===== src/rtl/logic_gate_sweeper.sv =====
// ---------------------------------------------------------------------------
// logic_gate_sweeper
//
// Exhaustive stimulus-and-check engine for a small combinational block.
// A start request sweeps an N-bit vector through every value 0 .. 2^N-1.
// Each value is held for DWELL cycles. On the last cycle of each dwell the
// DUT output is compared against a built-in reference function selected
// by MODE. The engine then reports the mismatch count, the first failing
// vector and a pass flag.
//
// Parameters
//   N      number of DUT inputs (1..8)
//   DWELL  cycles each vector is held (1..255)
//   MODE   reference function: 0 AND, 1 OR, 2 XOR (odd parity), 3 NAND
//
// Ports
//   Clk       in   1    system clock, rising edge
//   Rst_n     in   1    asynchronous active-low reset
//   Start     in   1    sweep request (level or pulse), ignored while busy
//   Vec_s     out  N    stimulus vector to the DUT inputs
//   F_s       in   1    DUT output under test
//   ExpF      out  1    reference value for the current Vec_s
//   Busy      out  1    sweep in progress
//   Done      out  1    sweep finished, results held
//   Pass      out  1    valid with Done, set when no mismatch was seen
//   ErrCnt    out  N+1  mismatch count of the current or last sweep
//   FirstErr  out  N    first mismatching vector (valid when ErrCnt != 0)
// ---------------------------------------------------------------------------
module logic_gate_sweeper #(
    parameter int N     = 2,
    parameter int DWELL = 4,
    parameter int MODE  = 0
) (
    input  logic         Clk,
    input  logic         Rst_n,
    input  logic         Start,
    output logic [N-1:0] Vec_s,
    input  logic         F_s,
    output logic         ExpF,
    output logic         Busy,
    output logic         Done,
    output logic         Pass,
    output logic [N:0]   ErrCnt,
    output logic [N-1:0] FirstErr
);

    localparam int EW = N + 1;

    typedef enum logic [1:0] {
        ST_IDLE  = 2'd0,
        ST_DRIVE = 2'd1,
        ST_DONE  = 2'd2
    } state_t;

    localparam logic [7:0]   DWELL_LAST = 8'(DWELL - 1);
    localparam logic [N-1:0] VEC_LAST   = {N{1'b1}};
    localparam logic [N-1:0] VEC_ONE    = N'(1);
    localparam logic [N:0]   ERR_ONE    = EW'(1);
    localparam logic [N:0]   ERR_ZERO   = {EW{1'b0}};
    localparam logic [N-1:0] VEC_ZERO   = {N{1'b0}};
    localparam logic [1:0]   MODE_SEL   = 2'(MODE);

    // Reference function. XOR of all bits is the odd-parity reduction.
    function automatic logic ref_fn(input logic [N-1:0] v);
        logic r;
        case (MODE_SEL)
            2'd0:    r = &v;
            2'd1:    r = |v;
            2'd2:    r = ^v;
            2'd3:    r = ~(&v);
            default: r = 1'b0;
        endcase
        return r;
    endfunction

    state_t       state_q, state_d;
    logic [7:0]   d_q, d_d;
    logic [N-1:0] vec_q, vec_d;
    logic [N:0]   err_q, err_d;
    logic [N-1:0] first_q, first_d;
    logic         pass_q, pass_d;
    logic         exp_f_s;
    logic         mismatch_s;

    // Reference value and compare result for the vector currently driven.
    always_comb begin
        exp_f_s    = ref_fn(vec_q);
        mismatch_s = (F_s != exp_f_s);
    end

    // Next-state and result update for the sweep sequencer.
    always_comb begin
        state_d = state_q;
        d_d     = d_q;
        vec_d   = vec_q;
        err_d   = err_q;
        first_d = first_q;
        pass_d  = pass_q;
        case (state_q)
            ST_IDLE, ST_DONE: begin
                if (Start) begin
                    state_d = ST_DRIVE;
                    d_d     = 8'd0;
                    vec_d   = VEC_ZERO;
                    err_d   = ERR_ZERO;
                    first_d = VEC_ZERO;
                    pass_d  = 1'b0;
                end else begin
                    state_d = state_q;
                end
            end
            ST_DRIVE: begin
                if (d_q < DWELL_LAST) begin
                    d_d = d_q + 8'd1;
                end else begin
                    // Last cycle of this dwell: sample the DUT output.
                    if (mismatch_s) begin
                        err_d = err_q + ERR_ONE;
                        if (err_q == ERR_ZERO) begin
                            first_d = vec_q;
                        end else begin
                            first_d = first_q;
                        end
                    end else begin
                        err_d = err_q;
                    end
                    // Pass is taken from err_d so the final compare counts.
                    if (vec_q == VEC_LAST) begin
                        state_d = ST_DONE;
                        pass_d  = (err_d == ERR_ZERO);
                    end else begin
                        vec_d = vec_q + VEC_ONE;
                        d_d   = 8'd0;
                    end
                end
            end
            default: begin
                state_d = ST_IDLE;
                d_d     = 8'd0;
                vec_d   = VEC_ZERO;
                err_d   = ERR_ZERO;
                first_d = VEC_ZERO;
                pass_d  = 1'b0;
            end
        endcase
    end

    // State and result registers; reset discards any partial sweep.
    always_ff @(posedge Clk or negedge Rst_n) begin
        if (!Rst_n) begin
            state_q <= ST_IDLE;
            d_q     <= 8'd0;
            vec_q   <= VEC_ZERO;
            err_q   <= ERR_ZERO;
            first_q <= VEC_ZERO;
            pass_q  <= 1'b0;
        end else begin
            state_q <= state_d;
            d_q     <= d_d;
            vec_q   <= vec_d;
            err_q   <= err_d;
            first_q <= first_d;
            pass_q  <= pass_d;
        end
    end

    assign Vec_s    = vec_q;
    assign ExpF     = exp_f_s;
    assign Busy     = (state_q == ST_DRIVE);
    assign Done     = (state_q == ST_DONE);
    assign Pass     = pass_q;
    assign ErrCnt   = err_q;
    assign FirstErr = first_q;

endmodule

===== config.mk =====
export PLATFORM = sky130hd
export DESIGN_NAME = logic_gate_sweeper
export DESIGN_NICKNAME = d
export VERILOG_FILES = /design/src/rtl/logic_gate_sweeper.sv
export SDC_FILE = /design/constraint.sdc
export NUM_CORES = 1
export LEC_CHECK = 0
export BUFFER_PORTS_ARGS = -buffer_cell sky130_fd_sc_hd__buf_4
export CAP_MARGIN = 20
export CORE_MARGIN = 3
export CORE_UTILIZATION = 48
export DETAILED_ROUTE_END_ITERATION = 8
export GPL_TIMING_DRIVEN = 0
export PLACE_DENSITY_LB_ADDON = 0.12
export SLEW_MARGIN = 40
export SYNTH_ARGS = -nofsm -noshare
export SYNTH_HDL_FRONTEND = slang
export SYNTH_SLANG_ARGS = --single-unit

===== constraint.sdc =====
create_clock -name Clk -period 1.8 [get_ports Clk]
set_input_delay 0 -clock Clk [delete_from_list [all_inputs] [get_ports Clk]]
set_output_delay 0 -clock Clk [all_outputs]
set_load 0.01 [all_outputs]

Word-level counts from Yosys, hierarchy flattened
Index checks and enable logic that the tools add are counted.

Word-level logic and storage cells: 57. Input bits: 4. Register bits: 18. Output and inout bits: 11.

Add/subtract/negate cells: 3. Order comparisons: 1. Reduce and logical (&&, ||, !) cells: 10. Equal/unequal tests: 11. Mux-type cells: 26.

Operator list (count): 8-bit 2-to-1 mux (3); 2-bit 2-to-1 mux (9); 8-bit one-hot mux with 2 select lines (1); 3-bit 2-to-1 mux (5); 2-bit one-hot mux with 2 select lines (3); 8-bit by 1-bit adder with 8-bit output (second input constant) (1); 8-bit by 2-bit less-than comparator with 1-bit output (second input constant) (1); 3-bit logical NOT (2); 2-bit by 1-bit != test with 1-bit output (second input constant) (3); 2-bit != test (second input constant) (3); 3-bit one-hot mux with 2 select lines (1); 2-bit AND reduction (3); 3-bit AND reduction (2); 2-bit equality test (second input constant) (2); 4-bit AND reduction (1); 3-bit by 1-bit adder with 3-bit output (second input constant) (1); 1-bit 2-to-1 mux (3); 3-bit != test (second input constant) (1); 2-bit by 1-bit adder with 2-bit output (second input constant) (1); 2-bit by 1-bit equality test with 1-bit output (second input constant) (1); 2-bit logical NOT (1); 1-bit one-hot mux with 2 select lines (1); 2-bit OR reduction (1); 1-bit != test (1).

Longest topological paths before layout
Gate-level depths: netlist of run 1.

Word-level depth: 9. Mapped depth: 6. Mapped depth without buffers: 6.

Least setup slack after synthesis of run 1
OpenSTA, ideal clock, no wires.

Kind: register to register. Start point: register vec_q[0], in the netlist Vec_s[0]. End point: register first_q[0], in the netlist FirstErr[0]. Stages on the path, launching flop included: 7. Path buffers: 1. Setup slack: -33 ps. Period minus slack after synthesis: 1833 ps. Setup time: 122 ps. Data required time: 1678 ps. Arrival time: 1712 ps. Cells stage by stage: dfrtp_1 > ha_1 > buf_4 > xnor2_1 > a2111oi_2 > o21ai_1 > a32o_1.

Word-level cells in the longest chain between the ends: 4. Elaborated cells on any way between the ends: 8.

RTL lines: start, declared (RTL line 78) `logic [N-1:0] vec_q, vec_d;`; start signal, assigned (RTL line 160) `vec_q <= vec_d;`; 2-bit AND reduction (RTL line 67) `2'd0: r = &v;`; net ExpF (RTL line 39) `output logic ExpF,`; 1-bit != test (RTL line 88) `mismatch_s = (F_s != exp_f_s);`; 2-bit by 1-bit != test with 1-bit output (no line); 4-bit AND reduction (no line); end signal, assigned (RTL line 162) `first_q <= first_d;`; end, declared (RTL line 80) `logic [N-1:0] first_q, first_d;`.

The timed path passes the listed nets, and every way through them passes these cells. The select of a mux whose other input is x is not followed. A chain may end at the register's enable or synchronous reset.

Worst setup path after layout of run 1
Start point: register d_q[6]. End point: register d_q[1].

Word-level cells in the longest chain between the ends: 3. Elaborated cells on any way between the ends: 5.

RTL lines: start, declared (RTL line 77) `logic [7:0] d_q, d_d;`; start signal, assigned (RTL line 152) `d_q <= 8'd0;`; start signal, assigned (RTL line 159) `d_q <= d_d;`; 8-bit by 2-bit less-than comparator with 1-bit output (*) (RTL line 113) `if (d_q < DWELL_LAST) begin`; 8-bit 2-to-1 mux or 3-bit != test (tied branches); 8-bit one-hot mux with 2 select lines or 2-bit AND reduction (tied branches).

Every way passes the cells marked *; elsewhere a longest branch is shown, timed or not.

==> results.md, run 1 <==
* Status: completed
* Largest net degree at the start of global routing at 19
* CORE AREA at around 1600 µm²
* Via density at ~5.6
* Count of final setup violators at 0
* DRC violations left at 0
* VDD IR max at between 0.9 and 1 mV
* DP Cell Count at between 100 and 150
* Post-route antenna net violation count at 0
* Final Non-Filler Cells at ~130
* GRT Util Overall at 0.174
* Setup Skew at around 9 ps
* CTS max path bufs at 2
* # diodes at 0
* Row cnt at 14
* Avg WL per Cell at approximately 15 µm
* Synth cell types at 33
* #FFs+latches synth at 18
* Share of cells above drive strength 1 at 0.311
* Detailed-placement wirelength estimate at between 1000 and 1500 µm
* Initial Util at 0.550
* Reg2reg end: d_q[1]$_DFFE_PN0P_
* Yosys top cell by area: dfrtp_1
* Worst skew pair latency at 300 ps
* Syn. warnings at 0
* Grt total ovfl at 0
* Layout area overhead at 27.3%
* CTS tree: yes
* Mapped Cells at 81
* Drt pass-1 iters at 4
* RD Place Congestion at between 0.7 and 0.8
* Setup tns final at 0 ps
* Register area share after synthesis at 0.508
* Max-Cap Viols at 0
* Synth async-reset ratio at 1.00
* Syn Area/Cell at 10.9 µm²
* Slew of the pin with the lowest slew margin at between 400 and 500 ps
* Worst Reg-to-Reg Cells at 4
* Post-synth top area share at 0.508
* Num CTS Buffers at 3
* Critical path launch point type: register
* LEAKAGE at approximately 0.54 nW
* Syn Nets at 89
* Max-slew violations at 0
* Fin. Hold Viols at 0
* I/O Buffers at 14
* Die ar. at around 2400 µm²
* R2r startpoint: d_q[6]$_DFFE_PN0P_
* Crit Path Max Fanout at 4
* Die span in y at between 40 and 50 µm
* Critical path endpoint category: register
* Min-Delay Path Class: in -> async
* Power per cell area at 1480 nW/µm²
* Worst setup startpoint: d_q[6]$_DFFE_PN0P_
* Area contributors post-synth: dfrtp_1, ha_1, a32o_1, and2_1, a21oi_1
* Crit path DAT at roughly 1900 ps
* First-pass GRT wire length at approximately 3300 µm
* Nets at approximately 110
* CP required at 1990 ps
* Vias in the first global route at just over 700
* Max Clk Rate at a little under 600 MHz
* Slew HR at 0.695
* WS Path Type: reg -> reg
* H-Tree Depth at 1
* Via count at ~710
* CP endpoint: d_q[1]$_DFFE_PN0P_
* Worst R2R Setup Slack at about 100 ps
* Tcrit/Tclk final at 0.942
* Fin area at approximately 1100 µm²
* Clk sinks at 18
* Final min period at about 1700 ps
* Routed WL at around 1900 µm
* Clock root buffer: clkbuf_4
* Initial antenna violation count at 0
* Number of synthesized flops with an enable pin at 0
* Die W at just under 50 µm
* RSZ-0062 raised after global routing: no
* Clock transition at the registers of the reported paths at 100 ps
* Top_reg_cell synth: dfrtp_1
* DP Area at approximately 1000 µm²
* I/O Pins at 15
* Synthesized cell area at roughly 890 µm²
* Iter 0 DRT Violations at 6
-- per-stage QoR --
| stage | utilization | power, mW | worst slack [ps] | hold slack, ps |
|---|---|---|---|---|
| global placement | 0.634 | 1.35 | 74.0 | -118 |
| finish | 0.700 | 1.66 | 104 | 102 |
| CTS | 0.689 | 1.65 | 38.8 | 103 |
| global route | 0.700 | 1.80 | 4.42 | 115 |
| floorplan | - | 1.11 | 90.4 | -296 |
| detailed placement | 0.634 | 1.38 | 12.6 | -115 |
-- logic make-up after synthesis --
group           Yosys count  synth area share
flops                    18             0.508
buf+inv                   7            0.0339
compound gates           25             0.208
mux                       1            0.0127
xor+xnor                  3            0.0297
fa+ha+maj                 4            0.0565
simple gates             23             0.151
-- layer usage --
| layer | share of wire | wire length [µm] | GRT usage | vias up |
|---|---|---|---|---|
| li1 | - | - | - | 337 |
| met1 | 0.46 | 860 | 0.232 | 350 |
| met2 | 0.49 | 917 | 0.285 | 22 |
| met3 | 0.058 | 110 | 0.0489 | 0 |
| met4 | 0 | 0 | 0.0284 | 0 |
| met5 | 0 | 0 | 0 | - |
-- report_power, final --
| part | total (mW) | switching (mW) | internal, mW |
|---|---|---|---|
| sequential | 0.612 | 0.0964 | 0.516 |
| combinational | 0.850 | 0.440 | 0.411 |
| clock | 0.201 | 0.123 | 0.0780 |
| total | 1.66 | 0.659 | 1.00 |
-- Yosys cell counts, types with 2 or more instances --
master   instances
o21ai_0          2
o21ai_1          4
inv_1            4
a32o_1           4
a31oi_1          3
xor2_1           2
a21oi_1          5
nor3_1           2
nor2_1           4
and2_1           6
dfrtp_1         18
nand2_1          3
ha_1             4
-- registers in the layout, summed over array words and instances (netlist names) --
register,cells
d_q,8
Vec_s,2
state_q,2
Pass,1
FirstErr,2
ErrCnt,3
-- critical path, cell delays in order, from the launching register on --
cell,delay [ps]
dfrtp_1,430
or4_4,550
o211ai_2,260
nand2_1,120
a32o_1,220
-- cell type report --
| cell class | instances | area, µm² |
|---|---|---|
| plain buffers | 2 | 11.3 |
| clock buffers | 3 | 22.5 |
| fillers | 130 | 484 |
| inverters | 5 | 18.8 |
| multi-input cells | 56 | 447 |
| flip-flops and latches | 18 | 450 |
| well taps | 24 | 30.0 |
| repair buffers | 19 | 148 |
-- worst min path at each step --
stage | start | end | slack (ps) | cells after the start
global placement | Rst_n | d_q[4]$_DFFE_PN0P_ | -120 | 1
CTS | Rst_n | d_q[5]$_DFFE_PN0P_ | 100 | 2
global route | Rst_n | d_q[5]$_DFFE_PN0P_ | 120 | 2
detailed placement | Rst_n | d_q[4]$_DFFE_PN0P_ | -120 | 1
finish | Rst_n | ErrCnt[2]$_DFFE_PN0P_ | 100 | 2
floorplan | Rst_n | ErrCnt[0]$_DFFE_PN0P_ | -300 | 0
-- layout by cell type, fill, tap and decap left out, types with 2 or more instances in the layout --
cell,instances
nand2_1,3
inv_1,4
clkbuf_4,3
and2_1,6
dlygate4sd3_1,2
o21ai_0,2
a31oi_1,3
dfrtp_1,18
buf_4,18
o21ai_1,3
a32o_1,4
a21oi_1,4
nor2_1,4
ha_1,4
xor2_1,2
-- timing repair --
item	in CTS	in global routing
hold buffers	2	0
buffers inserted	3	0
gates resized for setup	3	3
setup endpoints to repair	1	5
endpoints found under the hold margin	20	0
pin swaps	2	1
(Power assumes the default switching activity.)
==> run 2: changes to the inputs <==
Settings changed: CORE_UTILIZATION 48 to 45.
==> results.md, run 2 (same netlist as run 1, synthesis figures left out) <==
* Status: completed
* Routed WL at 1840 µm (-2.6%)
* Reg2reg end: FirstErr[0]$_DFFE_PN0P_
* P_int at 1.07 mW (+6.1%)
* Clk sinks at 18 (unchanged)
* Die W at 50.4 µm (+2.9%)
* Crit Path Max Fanout at 7 (+3)
* Clock root buffer: clkbuf_4
* Slew HR at 0.728 (+0.0328)
* RD Place Congestion at 0.771 (-1.5%)
* Die span in y at 50.4 µm (+2.9%)
* Setup tns final at 0 ps (unchanged)
* Clock transition at the registers of the reported paths at 110 ps (about the same)
* Final min period at 1720 ps (+23.7 ps)
* Setup Skew at 2.45 ps (-6.42 ps)
* Tcrit/Tclk final at 0.956 (+0.0132)
* Power per cell area at 1500 nW/µm² (+1.7%)
* Post-route antenna net violation count at 0 (unchanged)
* Most common cell after layout, fill and taps aside: dfrtp_1
* Crit path DAT at 1910 ps (+30 ps)
* Iter 0 DRT Violations at 13 (+7)
* DP Cell Count at 120 (+0.84%)
* Vias in the first global route at 701 (-1.8%)
* Fin. Hold Viols at 0 (unchanged)
* Largest net degree at the start of global routing at 19 (unchanged)
* Detailed-placement wirelength estimate at 1310 µm (+3.2%)
* Grt total ovfl at 0 (unchanged)
* Max Clk Rate at 581 MHz (-1.4%)
* Worst Reg-to-Reg Cells at 5 (+1)
* Row cnt at 15 (+1)
* DRC violations left at 0 (unchanged)
* Critical path launch point type: register
* Critical path endpoint category: register
* Drt pass-1 iters at 4 (unchanged)
* Via count at 719 (+1.4%)
* Num CTS Buffers at 3 (unchanged)
* Max reg flops at 8 (unchanged)
* Net Switching at 0.675 mW (+2.5%)
* RSZ-0062 raised after global routing: no
* LEAKAGE at 0.537 nW (-0.60%)
* Min-Delay Path Class: in -> async
* Core Util, Final at 0.651 (-0.0490)
* I/O Buffers at 14 (unchanged)
* Initial antenna violation count at 0 (unchanged)
* WS Path Type: reg -> reg
* Die ar. at 2540 µm² (+5.8%)
* I/O Pins at 15 (unchanged)
* Count of final setup violators at 0 (unchanged)
* First-pass GRT wire length at 3150 µm (-4.2%)
* VDD IR max at 0.887 mV (-2.8%)
* Sw Share at 0.388 (-0.00833)
* Avg WL per Cell at 14.5 µm (-2.6%)
* Final Non-Filler Cells at 127 (unchanged)
* Most flops, register: d_q
* Hold slack at 100 ps (-1.68 ps)
* Slew of the pin with the lowest slew margin at 406 ps (-48.9 ps)
* Via density at 5.66 (+1.4%)
* CORE AREA at 1780 µm² (+11%)
* Comb power frac at 0.499 (-0.012)
* CTS max path bufs at 2 (unchanged)
* Most frequent cells in the layout: dfrtp_1, buf_4, and2_1
* # diodes at 0 (unchanged)
* Nets at 111 (-1.8%)
* R2r startpoint: Vec_s[1]$_DFFE_PN0P_
* Sequential Power Share at 0.357 (-0.011)
* Initial Util at 0.497 (-0.0528)
* Clock network power share at 0.144 (+0.023)
* H-Tree Depth at 1 (unchanged)
* Worst skew pair latency at 290 ps (about the same)
* Share of cells above drive strength 1 at 0.314 (+0.00305)
* Max-slew violations at 0 (unchanged)
* Layout area overhead at 30.9%
* CTS tree: yes
* Max-Cap Viols at 0 (unchanged)
* CP required at 1990 ps (about the same)
* GRT Util Overall at 0.164 (-0.00969)
* Worst R2R Setup Slack at 80 ps (-20 ps)
run 2: power groups by stage:
stage / Sequential (mW) / Combinational (mW) / Clock (mW)
finish: 0.622 / 0.868 / 0.251
global route: 0.643 / 0.961 / 0.277
CTS: 0.617 / 0.764 / 0.256
detailed placement: 0.626 / 0.757 / 0
global placement: 0.618 / 0.732 / 0
floorplan: 0.643 / 0.467 / 0
run 2: worst max path at each step:
stage                                     from                 endpoint  slack, ps  cells after the start
final                     Vec_s[1]$_DFFE_PN0P_  FirstErr[0]$_DFFE_PN0P_         80                      5
after global routing        d_q[6]$_DFFE_PN0P_     Vec_s[0]$_DFFE_PN0P_          1                      4
after CTS                 Vec_s[0]$_DFFE_PN0P_  FirstErr[0]$_DFFE_PN0P_         20                      6
after detailed placement  Vec_s[0]$_DFFE_PN0P_  FirstErr[0]$_DFFE_PN0P_         40                      6
after global placement    Vec_s[0]$_DFFE_PN0P_    ErrCnt[1]$_DFFE_PN0P_         80                      6
after floorplan           Vec_s[0]$_DFFE_PN0P_  FirstErr[0]$_DFFE_PN0P_         90                      6
run 2: what timing repair did:
action	4_1_cts	5_1_grt
gates resized for setup	0	10
endpoints found under the hold margin	20	0
setup endpoints to repair	0	6
buffers inserted	0	2
hold buffers	2	0
run 2: stage by stage:
| stage | cell area, µm² | power [mW] | worst slack, ps |
|---|---|---|---|
| 4_1_cts | 1080 | 1.64 | 16.5 |
| 5_1_grt | 1160 | 1.88 | 1.42 |
| 2_1_floorplan | 886 | 1.11 | 90.4 |
| 3_5_place_dp | 1020 | 1.38 | 39.2 |
| 3_3_place_gp | 1020 | 1.35 | 77.7 |
| 6_report | 1160 | 1.74 | 80.0 |
run 2: area by class of cell:
type,count,area [µm²]
clock buffer,4,36.3
multi-input combinational,56,479
fill,150,623
sequential,18,450
buffer,1,3.75
timing repair buffer,18,140
inverter,5,18.8
tap,25,31.3
run 2: critical path, stage by stage (launching register included):
cell and delay (ps):
dfrtp_1 450, ha_4 230, xnor2_4 160, a2111oi_4 430, o21ai_2 120, a32o_1 220
run 2: metal layers:
layer,track usage,wire length [µm]
met1,0.215,847
met2,0.270,914
met3,0.0267,62
met4,0.0673,12
met5,0,0
==> run 3: changes to the inputs <==
Settings changed: RECOVER_POWER set to 100.
Clock period 1.8 ns to 1.4 ns, I/O delays scaled along.
==> results.md, run 3 (same netlist as run 1, synthesis figures left out) <==
* Routed WL at 2010 µm (+9.1%)
* Fin area at 1250 µm² (+8.0%)
* Nets at 120 (+8.1%)
* Die W at 50.4 µm (unchanged)
* CP required at 1580 ps (-410 ps)
* Most common cell after layout, fill and taps aside: dfrtp_1
* Worst skew pair latency at 280 ps (about the same)
* Num CTS Buffers at 3 (unchanged)
* Fin. Hold Viols at 0 (unchanged)
* Share of cells above drive strength 1 at 0.382 (+0.0681)
* Detailed-placement wirelength estimate at 1310 µm (about the same)
* Drt pass-1 iters at 4 (unchanged)
* Min-Delay Path Class: in -> reg
* Fillers at 143 (-4.7%)
* Initial Util at 0.497 (unchanged)
* Core Util, Final at 0.702 (+0.0519)
* I/O Pins at 15 (unchanged)
* Clk sinks at 18 (unchanged)
* GRT Util Overall at 0.189 (+0.0249)
* Via count at 730 (+1.5%)
* Die ar. at 2540 µm² (unchanged)
* First-pass GRT wire length at 3560 µm (+13%)
* CTS tree: yes
* Most frequent cells in the layout: dfrtp_1, buf_4, clkbuf_1
* Critical path launch point type: register
* Avg WL per Cell at 14.9 µm (+2.7%)
* Crit Path Max Fanout at 3 (-4)
* LEAKAGE at 0.541 nW (+0.83%)
* Power per cell area at 1880 nW/µm² (+25%)
* Vias in the first global route at 738 (+5.3%)
* Hold slack at 192 ps (+92.1 ps)
* Row cnt at 15 (unchanged)
* Post-route antenna net violation count at 0 (unchanged)
* Max Clk Rate at 626 MHz (+7.6%)
* Status: complete, but fails checks
* RSZ-0062 raised after global routing: yes
* DP Area at 1080 µm² (+6.0%)
* RD Place Congestion at 0.844 (+9.6%)
* Setup Skew at 0.824 ps (-1.63 ps)
* Most flops, register: d_q
* H-Tree Depth at 1 (unchanged)
* Failing checks: setup timing
* WS Path Type: reg -> reg
* Largest net degree at the start of global routing at 19 (unchanged)
* Setup tns final at -1330 ps (-1330 ps)
* Iter 0 DRT Violations at 11 (-2)
* Count of final setup violators at 12 (+12)
* I/O Buffers at 14 (unchanged)
* # diodes at 0 (unchanged)
* Tcrit/Tclk final at 1.14 (+0.186)
* Max-Cap Viols at 0 (unchanged)
* Max-slew violations at 0 (unchanged)
* Clock root buffer: clkbuf_4
* Final min period at 1600 ps (-122 ps)
* Critical path endpoint category: register
* Crit path DAT at 1780 ps (-130 ps)
* Slew HR at 0.340 (-0.388)
* DRC violations left at 0 (unchanged)
* VDD IR max at 1.04 mV (+18%)
* Initial antenna violation count at 0 (unchanged)
* Max reg flops at 8 (unchanged)
* Via density at 5.41 (-4.5%)
* Setup slack after layout at -198 ps (-278 ps)
* Layout area overhead at 41.4%
* Clock transition at the registers of the reported paths at 90 ps (-20 ps)
* CORE AREA at 1780 µm² (unchanged)
* Slew of the pin with the lowest slew margin at 989 ps (+584 ps)
* Grt total ovfl at 0 (unchanged)
* Die span in y at 50.4 µm (unchanged)
* CTS max path bufs at 2 (unchanged)
## run 3: timing repair
action                                  in CTS  in global routing
cloned                                       0                  0
pin swaps                                    5                  2
resized for setup                           14                  6
buffers inserted                            12                  0
hold endpoints to repair                    20                  0
endpoints found under the setup margin      14                 19
hold buffers                                 2                  0
## run 3: critical path, cell delays in order (launching register included)
cell and delay [ps]:
dfrtp_1 410, or4_4 590, o211ai_4 200, nand2_2 90, a32o_1 210
## run 3: layer usage
layer | vias up | part of all wire | track usage
li1 | 355 | - | -
met5 | - | 0 | 0
met1 | 351 | 0.46 | 0.246
met2 | 22 | 0.49 | 0.311
met4 | 0 | 0.0070 | 0.0404
met3 | 2 | 0.050 | 0.0564
## run 3: power breakdown
group	total [mW]	internal [mW]	switching, mW
clock	0.246	0.0999	0.146
combinational	1.31	0.634	0.678
sequential	0.791	0.666	0.125
total	2.35	1.40	0.948
## run 3: through the flow
stage | std cells | power (mW) | worst slack [ps]
final | 135 | 2.35 | -198
after floorplan | 81 | 1.53 | -191
after global placement | 120 | 1.84 | -291
after global routing | 135 | 2.55 | -250
after CTS | 136 | 2.42 | -187
after detailed placement | 120 | 1.88 | -294
## run 3: final cells by class
class,count,area (µm²),share of cell area
flip-flops and latches,18,452,0.361
inverters,5,21.3,0.0170
repair buffers,28,181,0.145
well taps,25,31.3,0.0250
clock buffers,3,22.5,0.0180
multi-input cells,56,544,0.435
## run 3: worst paths after layout
path                                          from                       to  slack, ps  cells after the start
min in group asynchronous                    Rst_n       d_q[7]$_DFFE_PN0P_        390                      2
hold reg to reg            FirstErr[0]$_DFFE_PN0P_  FirstErr[0]$_DFFE_PN0P_        510                      1
setup reg to reg                d_q[4]$_DFFE_PN0P_       d_q[1]$_DFFE_PN0P_       -200                      4
hold / removal                                 F_s    ErrCnt[2]$_DFFE_PN0P_        190                      5
max in group asynchronous                    Rst_n    ErrCnt[0]$_DFFE_PN0P_        350                      2
setup / recovery                d_q[4]$_DFFE_PN0P_       d_q[1]$_DFFE_PN0P_       -200                      4
